## src/rtl/pll_rst_seq_pkg.sv

```systemverilog
`default_nettype none
// +--------------------------------------------------------------------------+
// | pll_rst_seq_pkg : shared types and defaults for the PLL reset sequencer  |
// | Revision 1.0                                                             |
// +--------------------------------------------------------------------------+
package pll_rst_seq_pkg;

   typedef enum logic [1:0] {
      PLL_RST   = 2'd0,
      WAIT_LOCK = 2'd1,
      RELEASE   = 2'd2,
      RUN       = 2'd3
   } state_t;

   localparam int DEF_SYNC_STAGES         = 2;
   localparam int DEF_PLL_RST_CYCLES      = 16;
   localparam int DEF_LOCK_STABLE_CYCLES  = 1024;
   localparam int DEF_LOCK_TIMEOUT_CYCLES = 50000;
   localparam int DEF_STAGE_GAP_CYCLES    = 16;
   localparam int DEF_LOSS_FILTER_CYCLES  = 4;
   localparam int DEF_CNT_W               = 20;

   localparam logic [7:0] RELOCK_MAX = 8'd255;

   function automatic logic [7:0] relock_inc(input logic [7:0] val);
      return (val == RELOCK_MAX) ? val : val + 8'd1;
   endfunction

endpackage : pll_rst_seq_pkg
`default_nettype wire

```

## src/rtl/pll_rst_seq_lock_sync.sv

```systemverilog
`default_nettype none
// +--------------------------------------------------------------------------+
// | pll_lock_sync : multi-flop synchroniser for the asynchronous PLL lock    |
// | Revision 1.0                                                             |
// +--------------------------------------------------------------------------+
module pll_lock_sync
   import pll_rst_seq_pkg::*;
#(
   parameter int SYNC_STAGES = DEF_SYNC_STAGES
) (
   input  logic clk,
   input  logic rst,
   input  logic async_in,
   output logic lock_s
);

   logic [SYNC_STAGES-1:0] sync_q;
   logic [SYNC_STAGES-1:0] sync_d;

   always_comb begin
      sync_d = {sync_q[SYNC_STAGES-2:0], async_in};
   end

   always_ff @(posedge clk or posedge rst) begin
      if (rst) begin
         sync_q <= '0;
      end else begin
         sync_q <= sync_d;
      end
   end

   assign lock_s = sync_q[SYNC_STAGES-1];

endmodule : pll_lock_sync
`default_nettype wire

```

## src/rtl/pll_rst_seq.sv

```systemverilog
`default_nettype none
// +--------------------------------------------------------------------------+
// | pll_rst_seq : PLL reset/lock sequencer with staged periph/core release.  |
// | Optional lock timeout retry enabled by macro PLL_RST_SEQ_TIMEOUT_EN.     |
// | Revision 1.0                                                             |
// +--------------------------------------------------------------------------+
module pll_rst_seq
   import pll_rst_seq_pkg::*;
#(
   parameter int SYNC_STAGES         = DEF_SYNC_STAGES,
   parameter int PLL_RST_CYCLES      = DEF_PLL_RST_CYCLES,
   parameter int LOCK_STABLE_CYCLES  = DEF_LOCK_STABLE_CYCLES,
   parameter int LOCK_TIMEOUT_CYCLES = DEF_LOCK_TIMEOUT_CYCLES,
   parameter int STAGE_GAP_CYCLES    = DEF_STAGE_GAP_CYCLES,
   parameter int LOSS_FILTER_CYCLES  = DEF_LOSS_FILTER_CYCLES,
   parameter int CNT_W               = DEF_CNT_W
) (
   input  logic       clk,
   input  logic       rst,
   input  logic       pll_lock,
   output logic       pll_rst,
   output logic       periph_rst,
   output logic       core_rst,
   output logic       sys_ready,
   output logic [7:0] relock_cnt
);

   if ((SYNC_STAGES < 2) || (PLL_RST_CYCLES < 1) || (LOCK_STABLE_CYCLES < 1) ||
       (LOCK_TIMEOUT_CYCLES < 1) || (STAGE_GAP_CYCLES < 1) || (LOSS_FILTER_CYCLES < 1) ||
       (PLL_RST_CYCLES > 2**CNT_W) || (LOCK_STABLE_CYCLES > 2**CNT_W) ||
       (LOCK_TIMEOUT_CYCLES > 2**CNT_W) || (STAGE_GAP_CYCLES > 2**CNT_W) ||
       (LOSS_FILTER_CYCLES > 2**CNT_W)) begin : g_param_check
      $error("pll_rst_seq: parameter out of range for CNT_W");
   end

   localparam logic [CNT_W-1:0] PLL_RST_LAST = CNT_W'(PLL_RST_CYCLES - 1);
   localparam logic [CNT_W-1:0] STABLE_LAST  = CNT_W'(LOCK_STABLE_CYCLES - 1);
   localparam logic [CNT_W-1:0] GAP_LAST     = CNT_W'(STAGE_GAP_CYCLES - 1);
   localparam logic [CNT_W-1:0] LOSS_LAST    = CNT_W'(LOSS_FILTER_CYCLES - 1);

   logic             lock_s;
   state_t           state_q,      state_d;
   logic [CNT_W-1:0] cnt_q,        cnt_d;
   logic [7:0]       relock_q,     relock_d;
   logic             pll_rst_q,    pll_rst_d;
   logic             periph_rst_q, periph_rst_d;
   logic             core_rst_q,   core_rst_d;
   logic             sys_ready_q,  sys_ready_d;
   logic             relock_evt;
   logic             timeout_hit;

   pll_lock_sync #(
      .SYNC_STAGES (SYNC_STAGES)
   ) u_lock_sync (
      .clk      (clk),
      .rst      (rst),
      .async_in (pll_lock),
      .lock_s   (lock_s)
   );

`ifdef PLL_RST_SEQ_TIMEOUT_EN
   localparam logic [CNT_W-1:0] TIMEOUT_LAST = CNT_W'(LOCK_TIMEOUT_CYCLES - 1);

   logic [CNT_W-1:0] tcnt_q, tcnt_d;

   always_comb begin
      timeout_hit = (state_q == WAIT_LOCK) && (tcnt_q == TIMEOUT_LAST);
      // Runs only while WAIT_LOCK persists, so any state change restarts it.
      tcnt_d      = ((state_q == WAIT_LOCK) && (state_d == WAIT_LOCK)) ? tcnt_q + 1'b1 : '0;
   end

   always_ff @(posedge clk or posedge rst) begin
      if (rst) begin
         tcnt_q <= '0;
      end else begin
         tcnt_q <= tcnt_d;
      end
   end
`else
   assign timeout_hit = 1'b0;
`endif

   always_comb begin
      state_d    = state_q;
      cnt_d      = cnt_q + 1'b1;
      relock_evt = 1'b0;

      case (state_q)
         PLL_RST: begin
            if (cnt_q == PLL_RST_LAST) begin
               state_d = WAIT_LOCK;
            end
         end
         WAIT_LOCK: begin
            if (!lock_s) begin
               cnt_d = '0;
            end
            // Stable lock takes priority over a coincident timeout.
            if (lock_s && (cnt_q == STABLE_LAST)) begin
               state_d = RELEASE;
            end else if (timeout_hit) begin
               state_d    = PLL_RST;
               relock_evt = 1'b1;
            end
         end
         RELEASE: begin
            if (!lock_s) begin
               state_d    = PLL_RST;
               relock_evt = 1'b1;
            end else if (cnt_q == GAP_LAST) begin
               state_d = RUN;
            end
         end
         RUN: begin
            if (lock_s) begin
               cnt_d = '0;
            end else if (cnt_q == LOSS_LAST) begin
               state_d    = PLL_RST;
               relock_evt = 1'b1;
            end
         end
         default: begin
            state_d = PLL_RST;
         end
      endcase

      if (state_d != state_q) begin
         cnt_d = '0;
      end

      relock_d = relock_evt ? relock_inc(relock_q) : relock_q;

      // Outputs are decoded from the next state so they change on the transition edge.
      pll_rst_d    = (state_d == PLL_RST);
      periph_rst_d = (state_d == PLL_RST) || (state_d == WAIT_LOCK);
      core_rst_d   = (state_d != RUN);
      sys_ready_d  = (state_d == RUN);
   end

   always_ff @(posedge clk or posedge rst) begin
      if (rst) begin
         state_q      <= PLL_RST;
         cnt_q        <= '0;
         relock_q     <= '0;
         pll_rst_q    <= 1'b1;
         periph_rst_q <= 1'b1;
         core_rst_q   <= 1'b1;
         sys_ready_q  <= 1'b0;
      end else begin
         state_q      <= state_d;
         cnt_q        <= cnt_d;
         relock_q     <= relock_d;
         pll_rst_q    <= pll_rst_d;
         periph_rst_q <= periph_rst_d;
         core_rst_q   <= core_rst_d;
         sys_ready_q  <= sys_ready_d;
      end
   end

   assign pll_rst    = pll_rst_q;
   assign periph_rst = periph_rst_q;
   assign core_rst   = core_rst_q;
   assign sys_ready  = sys_ready_q;
   assign relock_cnt = relock_q;

endmodule : pll_rst_seq
`default_nettype wire

```

## config.mk

```make
export PLATFORM = sky130hd
export DESIGN_NAME = pll_rst_seq
export DESIGN_NICKNAME = d
export VERILOG_FILES = /design/src/rtl/pll_rst_seq_pkg.sv /design/src/rtl/pll_rst_seq_lock_sync.sv /design/src/rtl/pll_rst_seq.sv
export SDC_FILE = /design/constraint.sdc
export NUM_CORES = 1
export LEC_CHECK = 0
export ABC_CLOCK_PERIOD_IN_PS = 2000
export CAP_MARGIN = 20
export CELL_PAD_IN_SITES_DETAIL_PLACEMENT = 1
export CELL_PAD_IN_SITES_GLOBAL_PLACEMENT = 1
export CORE_UTILIZATION = 40
export DETAILED_ROUTE_END_ITERATION = 6
export PLACE_DENSITY = 0.79
export RECOVER_POWER = 50
export SLEW_MARGIN = 10
export SYNTH_ARGS = -nofsm -noshare
export SYNTH_HDL_FRONTEND = slang
export SYNTH_SLANG_ARGS = --single-unit
```

## constraint.sdc

```tcl
create_clock -name clk -period 2 [get_ports clk]
set_input_delay 0.4 -clock clk [delete_from_list [all_inputs] [get_ports clk]]
set_output_delay 0.4 -clock clk [all_outputs]
set_load 0.03 [all_outputs]
```

==> impl_results.md, run 1 <==
* Clk sinks at 36
* Sw Ratio at 23.0%
* Synth unique cells at 37
* Vias in the first global route at 1532
* Crit path required time at 2.18 ns
* DRC at 0
* H-tree depth at 2
* Status: complete, but fails checks
* Pre-CTS setup slack at -0.134 ns
* Post-synth EDFFs at 0
* ANT nets after route at 0
* Hold bufs inserted after CTS at 0
* Sequential power share at 52.5%
* Syn Std Cell Area at 1730 sq um
* Wire per inst at 19.3 microns
* GRT Total Usage at 24.7%
* Adder-Cell Fraction of Synth Area at 1.44%
* Chip height at 67.8 microns
* Fraction of registers with async set/reset at 100%
* Core ar. at 4090 sq um
* Hold Violations, Final at 0
* Failing checks: setup timing
* Fin Clk Skew at 0.00379 ns
* Minimum clock period at 2.08 ns
* Vias per cell at 5.52
* Synth Area in XOR/XNOR at 11.6%
* Final Max Tran Viols at 0
* Clock Power Share at 41.1%
* Slack of the critical path at -0.0783 ns
* Cts bufs inserted at 5
* HPWL after DPL at 3330 microns
* Iter 0 DRT Violations at 91
* Cell count after synthesis at 167
* Syn nets at 172
* Combinational Power Share at 6.4%
* Largest family of logic cells by synthesized area: simple AND/OR/NAND/NOR gates
* Sequential share of the synthesized area at 52.2%
* Psw at 325 uW
* Initial Utilization at 42.4%
* Syn_area_per_cell at 10.4 sq um
* Ys Warns at 0
* Fmax at 481 MHz
* Tcrit/Tclk final at 104%
* RSZ-0062 raised after global routing: true
* First-pass GRT wire length at 8000 microns
* FF+latch count, synth at 36
* # diodes at 0
* Worst slew margin at 38.7%
* Total power at 1.41 mW
* Worst-Margin Slew at 0.919 ns
* Leakage Power at 1.04 nW
* Hold Path Class: flop to flop
* Crit path max fanout at 2
* IO Count at 15
* Worst-Skew Late Latency at 0.29 ns
* Clk root buf: clkbuf_8
* Setup Viol. Count Final at 7
* Initial antenna violation count at 0
* Total grt overflow at 0
* Top FF cell, synth: dfrtp_1
* CTS tree: built
* Layout cells sized above 1 at 37.2%
* Max Cap Viol at 0
* Routed vias at 1479
* Die Wd at 67.8 microns
* Power per cell area at 564 nW/um^2
* Setup crit start kind: flop
* Die area at 4600 sq um
* VDD IR max at 0.384 mV
* Compound-gate portion of the synthesized area at 5.20%
* Nature of the critical path endpoint: flop
* P_int at 1.09 mW
* Final GP Congestion at 0.768
* Mux share of post-synthesis cell area at 1.44%
* Largest net degree at the start of global routing at 37
* Area Growth Syn to Fin at 44.7%
* Row count at 23
* Clock slew at reported path FFs at 0.07 ns
* Setup TNS at -0.119 ns
* Drt total wl at 5180 microns
* R2R setup slack at -0.08 ns
* Simple-Gate Fraction of Synth Area at 25.9%
* CTS max path bufs at 2
* Drt pass-1 iters at 4
* CP Class: flop to flop
* Final #Nets at 222
* Arrival time worst endpoint at 2.26 ns
* I/O Buffers at 14
logic make-up after synthesis:
kind of cell | count (synthesis)
AND/OR/NAND/NOR | 84
XOR/XNOR | 23
buffers and inverters | 8
AO/OA/AOI/OAI | 12
multiplexers | 2
adder cells (fa/ha/maj) | 2
flip-flops | 36
flip-flops by register name (all words and copies together) (netlist names):
name / flops
cnt_q: 20
core_rst: 1
periph_rst: 1
pll_rst: 1
relock_cnt: 8
state_q: 2
sys_ready: 1
u_lock_sync.sync_q: 2
what timing repair did:
action,in CTS,in global routing
setup endpoints to repair,27,32
cloned,0,1
pin swaps,1,17
resized for setup,6,47
buffers inserted,2,5
final cells by class:
cell class	count	area, sq um
clock buffer	8	100
sequential	36	905
tap	50	62.6
timing repair buffer	47	409
inverter	4	15.0
multi-input combinational	123	1020
fill	431	1580
metal layers:
layer  vias to the layer above  part of all wire [%]  GRT usage (%)
met5                         -                     0              0
met4                         0                   1.4           8.85
li1                        682                     -              -
met1                       768                    40           27.7
met2                        20                    56           45.0
met3                         9                   2.5           6.00
Yosys cell counts, drive strengths merged (2+ instances only):
master   n  area (sq um)
and3     3          18.8
dfstp    3          78.8
nand3    9          50.1
clkbuf   3          11.3
xor2    12           105
ha       2          25.0
and4     3          26.3
nor2    29           109
xnor2   11          96.3
nor4     5          52.6
nand4    8          50.1
dfrtp   33           826
nand2   10          37.5
or2      2          12.5
o21ai    3          15.0
inv      4          15.0
nor3     7          35.0
nor2b    4          25.0
power groups by stage:
stage / combinational (mW) / sequential, mW / clock (mW)
2_1_floorplan: 0.0358 / 0.754 / 0
3_3_place_gp: 0.0594 / 0.754 / 0
3_5_place_dp: 0.0637 / 0.755 / 0
4_1_cts: 0.0674 / 0.741 / 0.586
5_1_grt: 0.0987 / 0.743 / 0.615
6_report: 0.0912 / 0.742 / 0.580
worst paths after layout:
| check | depth (start not counted) | startpoint | to |
|---|---|---|---|
| min in group asynchronous | 3 | rst | cnt_q[17] |
| max | 6 | cnt_q[0] | relock_cnt[1] |
| min | 0 | u_lock_sync.sync_q[0] | u_lock_sync.sync_q[1] |
| max in group asynchronous | 3 | rst | cnt_q[1] |
| min reg2reg | 0 | u_lock_sync.sync_q[0] | u_lock_sync.sync_q[1] |
| max reg2reg | 6 | cnt_q[0] | relock_cnt[1] |
cells in the final DEF (no fill, tap or decap), types with 5 or more instances in the layout:
cell type,instances
dfrtp_1,33
buf_4,28
nor2_1,14
xor2_1,12
clkdlybuf4s50_1,12
xnor2_1,11
nor2_4,10
nand2_1,9
nand3_1,8
nand4_1,8
clkbuf_8,7
nor4_4,5
nor2_2,5
through the flow:
step | instances | hold WS, ns | cell area, sq um | utilization [%]
2_1_floorplan | 167 | 0.331 | 1760 | -
3_3_place_gp | 253 | 0.334 | 2130 | 52.2
3_5_place_dp | 253 | 0.347 | 2130 | 52.2
4_1_cts | 263 | 0.364 | 2290 | 56.0
5_1_grt | 268 | 0.373 | 2510 | 61.4
6_report | 268 | 0.355 | 2510 | 61.4
critical path: stages (launching register included):
cell and delay [ns]:
dfrtp_1 0.37, ha_2 0.20, nor4b_4 0.24, nand2_2 0.09
o41a_1 0.39, or3_4 0.38, mux2_4 0.30
No activity file was read; power rests on OpenSTA's default activity.
==> inputs of run 2 (changes only) <==
--- a/config.mk
+++ b/config.mk
@@ -9,6 +9,7 @@
 export CAP_MARGIN = 20
 export CELL_PAD_IN_SITES_DETAIL_PLACEMENT = 1
 export CELL_PAD_IN_SITES_GLOBAL_PLACEMENT = 1
+export CORE_MARGIN = 3
 export CORE_UTILIZATION = 40
 export DETAILED_ROUTE_END_ITERATION = 6
 export PLACE_DENSITY = 0.79
==> impl_results.md, run 2 (synthesized netlist as in run 1, its figures left out) <==
* Status: complete, but fails checks
* Failing checks: setup timing
* Min-delay src: u_lock_sync.sync_q[0]
* Core ar. at 4090 sq um (unchanged)
* Crit path max fanout at 2 (unchanged)
* Commonest cells after routing, fill and taps aside: dfrtp_1, nor2_1, buf_4
* Fin util at 57.8% (-3.5 points)
* RSZ-0062 raised after global routing: true
* Hold Path Class: flop to flop
* H-tree depth at 2 (unchanged)
* Fin Clk Skew at 0.00834 ns (+0.00454 ns)
* Crit path required time at 2.19 ns (about the same)
* Worst R2R Start: cnt_q[17]
* I/O Buffers at 14 (unchanged)
* CP Class: flop to flop
* Die area at 5160 sq um (+12%)
* ANT nets after route at 0 (unchanged)
* Wire per inst at 18.1 microns (-6.5%)
* Chip height at 71.8 microns (+5.9%)
* Total grt overflow at 0 (unchanged)
* Initial Utilization at 42.4% (unchanged)
* Setup Viol. Count Final at 13 (+6)
* Non-Filler Instances at 264 (-1.5%)
* Clk sinks at 36 (unchanged)
* Reg with most FFs: cnt_q
* Routed vias at 1463 (-1.1%)
* Worst-Skew Late Latency at 0.30 ns (about the same)
* Vias per cell at 5.54 (+0.42%)
* Slack of the critical path at -0.0791 ns (-0.000773 ns)
* Final #Nets at 218 (-1.8%)
* Most common cell after layout, fill and taps aside: dfrtp_1
* Clk root buf: clkbuf_8
* Largest register FFs at 20 (unchanged)
* Setup crit start kind: flop
* Worst slew margin at 54.1% (+15 points)
* Largest net degree at the start of global routing at 28 (-24%)
* Vias in the first global route at 1673 (+9.2%)
* Hold Violations, Final at 0 (unchanged)
* Fmax at 481 MHz (about the same)
* Leakage Power at 1.04 nW (-0.29%)
* Placed cell count at 252 (-0.40%)
* # diodes at 0 (unchanged)
* IO Count at 15 (unchanged)
* Area Growth Syn to Fin at 36.4%
* Arrival time worst endpoint at 2.27 ns (about the same)
* Drt total wl at 4770 microns (-7.9%)
* Max Cap Viol at 0 (unchanged)
* VDD IR max at 0.300 mV (-22%)
* Layout cells sized above 1 at 27.6% (-9.6 points)
* Tcrit/Tclk final at 104% (about the same)
* GRT Total Usage at 21.3% (-3.4 points)
* Final GP Congestion at 0.799 (+4.1%)
* Power per cell area at 646 nW/um^2 (+15%)
* Initial antenna violation count at 0 (unchanged)
* Nature of the critical path endpoint: flop
* Cts bufs inserted at 5 (unchanged)
* Row count at 23 (unchanged)
* First-pass GRT wire length at 8380 microns (+4.8%)
* Iter 0 DRT Violations at 70 (-23%)
* Critical Path Source: cnt_q[17]
* Drt pass-1 iters at 4 (unchanged)
* Clock slew at reported path FFs at 0.08 ns (about the same)
* HPWL after DPL at 3490 microns (+4.9%)
* Die Wd at 71.8 microns (+5.9%)
* CTS tree: built
* Final Max Tran Viols at 0 (unchanged)
* Worst-Margin Slew at 0.688 ns (-0.231 ns)
* Minimum clock period at 2.08 ns (+0.000773 ns)
* DRC at 0 (unchanged)
* CTS max path bufs at 2 (unchanged)
==> run 2: where the power goes <==
| group | total [mW] | switching, mW | internal (mW) |
|---|---|---|---|
| registers | 0.743 | 0.00855 | 0.735 |
| logic | 0.0693 | 0.0396 | 0.0297 |
| clock network | 0.714 | 0.274 | 0.440 |
| total | 1.53 | 0.322 | 1.20 |
==> run 2: repair_timing <==
action                                  CTS  global route
hold buffers                              0             0
endpoints found under the setup margin   29            32
pin swaps                                 4             1
gates resized for setup                  10             4
cloned                                    0             0
setup buffers                             4             0
==> run 2: per-layer routing <==
metal	global-route usage (%)	share of wire (%)	vias up
met5	0	0	-
met4	9.60	2.8	0
met3	5.75	2.9	15
met2	37.9	54	27
met1	23.7	40	745
li1	-	-	676
==> run 2: critical path, stage by stage, from the launching register on <==
cell,delay [ns]
dfrtp_1,0.41
nor4_4,0.37
nand3_2,0.15
o41a_1,0.36
or3_4,0.39
mux2_4,0.30
==> run 2: final timing paths <==
path	end	slack (ns)	depth (start not counted)
max	relock_cnt[1]	-0.08	5
min	u_lock_sync.sync_q[1]	0.36	0
max reg2reg	relock_cnt[1]	-0.08	5
min reg2reg	u_lock_sync.sync_q[1]	0.36	0
max in group asynchronous	state_q[0]	0.49	3
min in group asynchronous	cnt_q[19]	0.51	2
==> run 2: through the flow <==
stage                     power [mW]  TNS [ns]  worst slack [ns]  hold slack [ns]  cell area, sq um
after CTS                       1.54    -0.138           -0.0788            0.353              2360
after global routing            1.58     -2.65            -0.161            0.369              2360
after floorplan                0.789    -0.154            -0.154            0.331              1760
after detailed placement       0.820     -2.41            -0.121            0.336              2140
after global placement         0.815   -0.0414           -0.0414            0.335              2140
final                           1.53    -0.237           -0.0791            0.358              2360
==> run 2: area by class of cell <==
class	count	area (sq um)
Clock buffer	7	96.3
Tap cell	50	62.6
Sequential cell	36	905
Fill cell	455	1720
Timing Repair Buffer	43	355
Multi-Input combinational cell	123	900
Inverter	4	15.0
Clock inverter	1	30.0
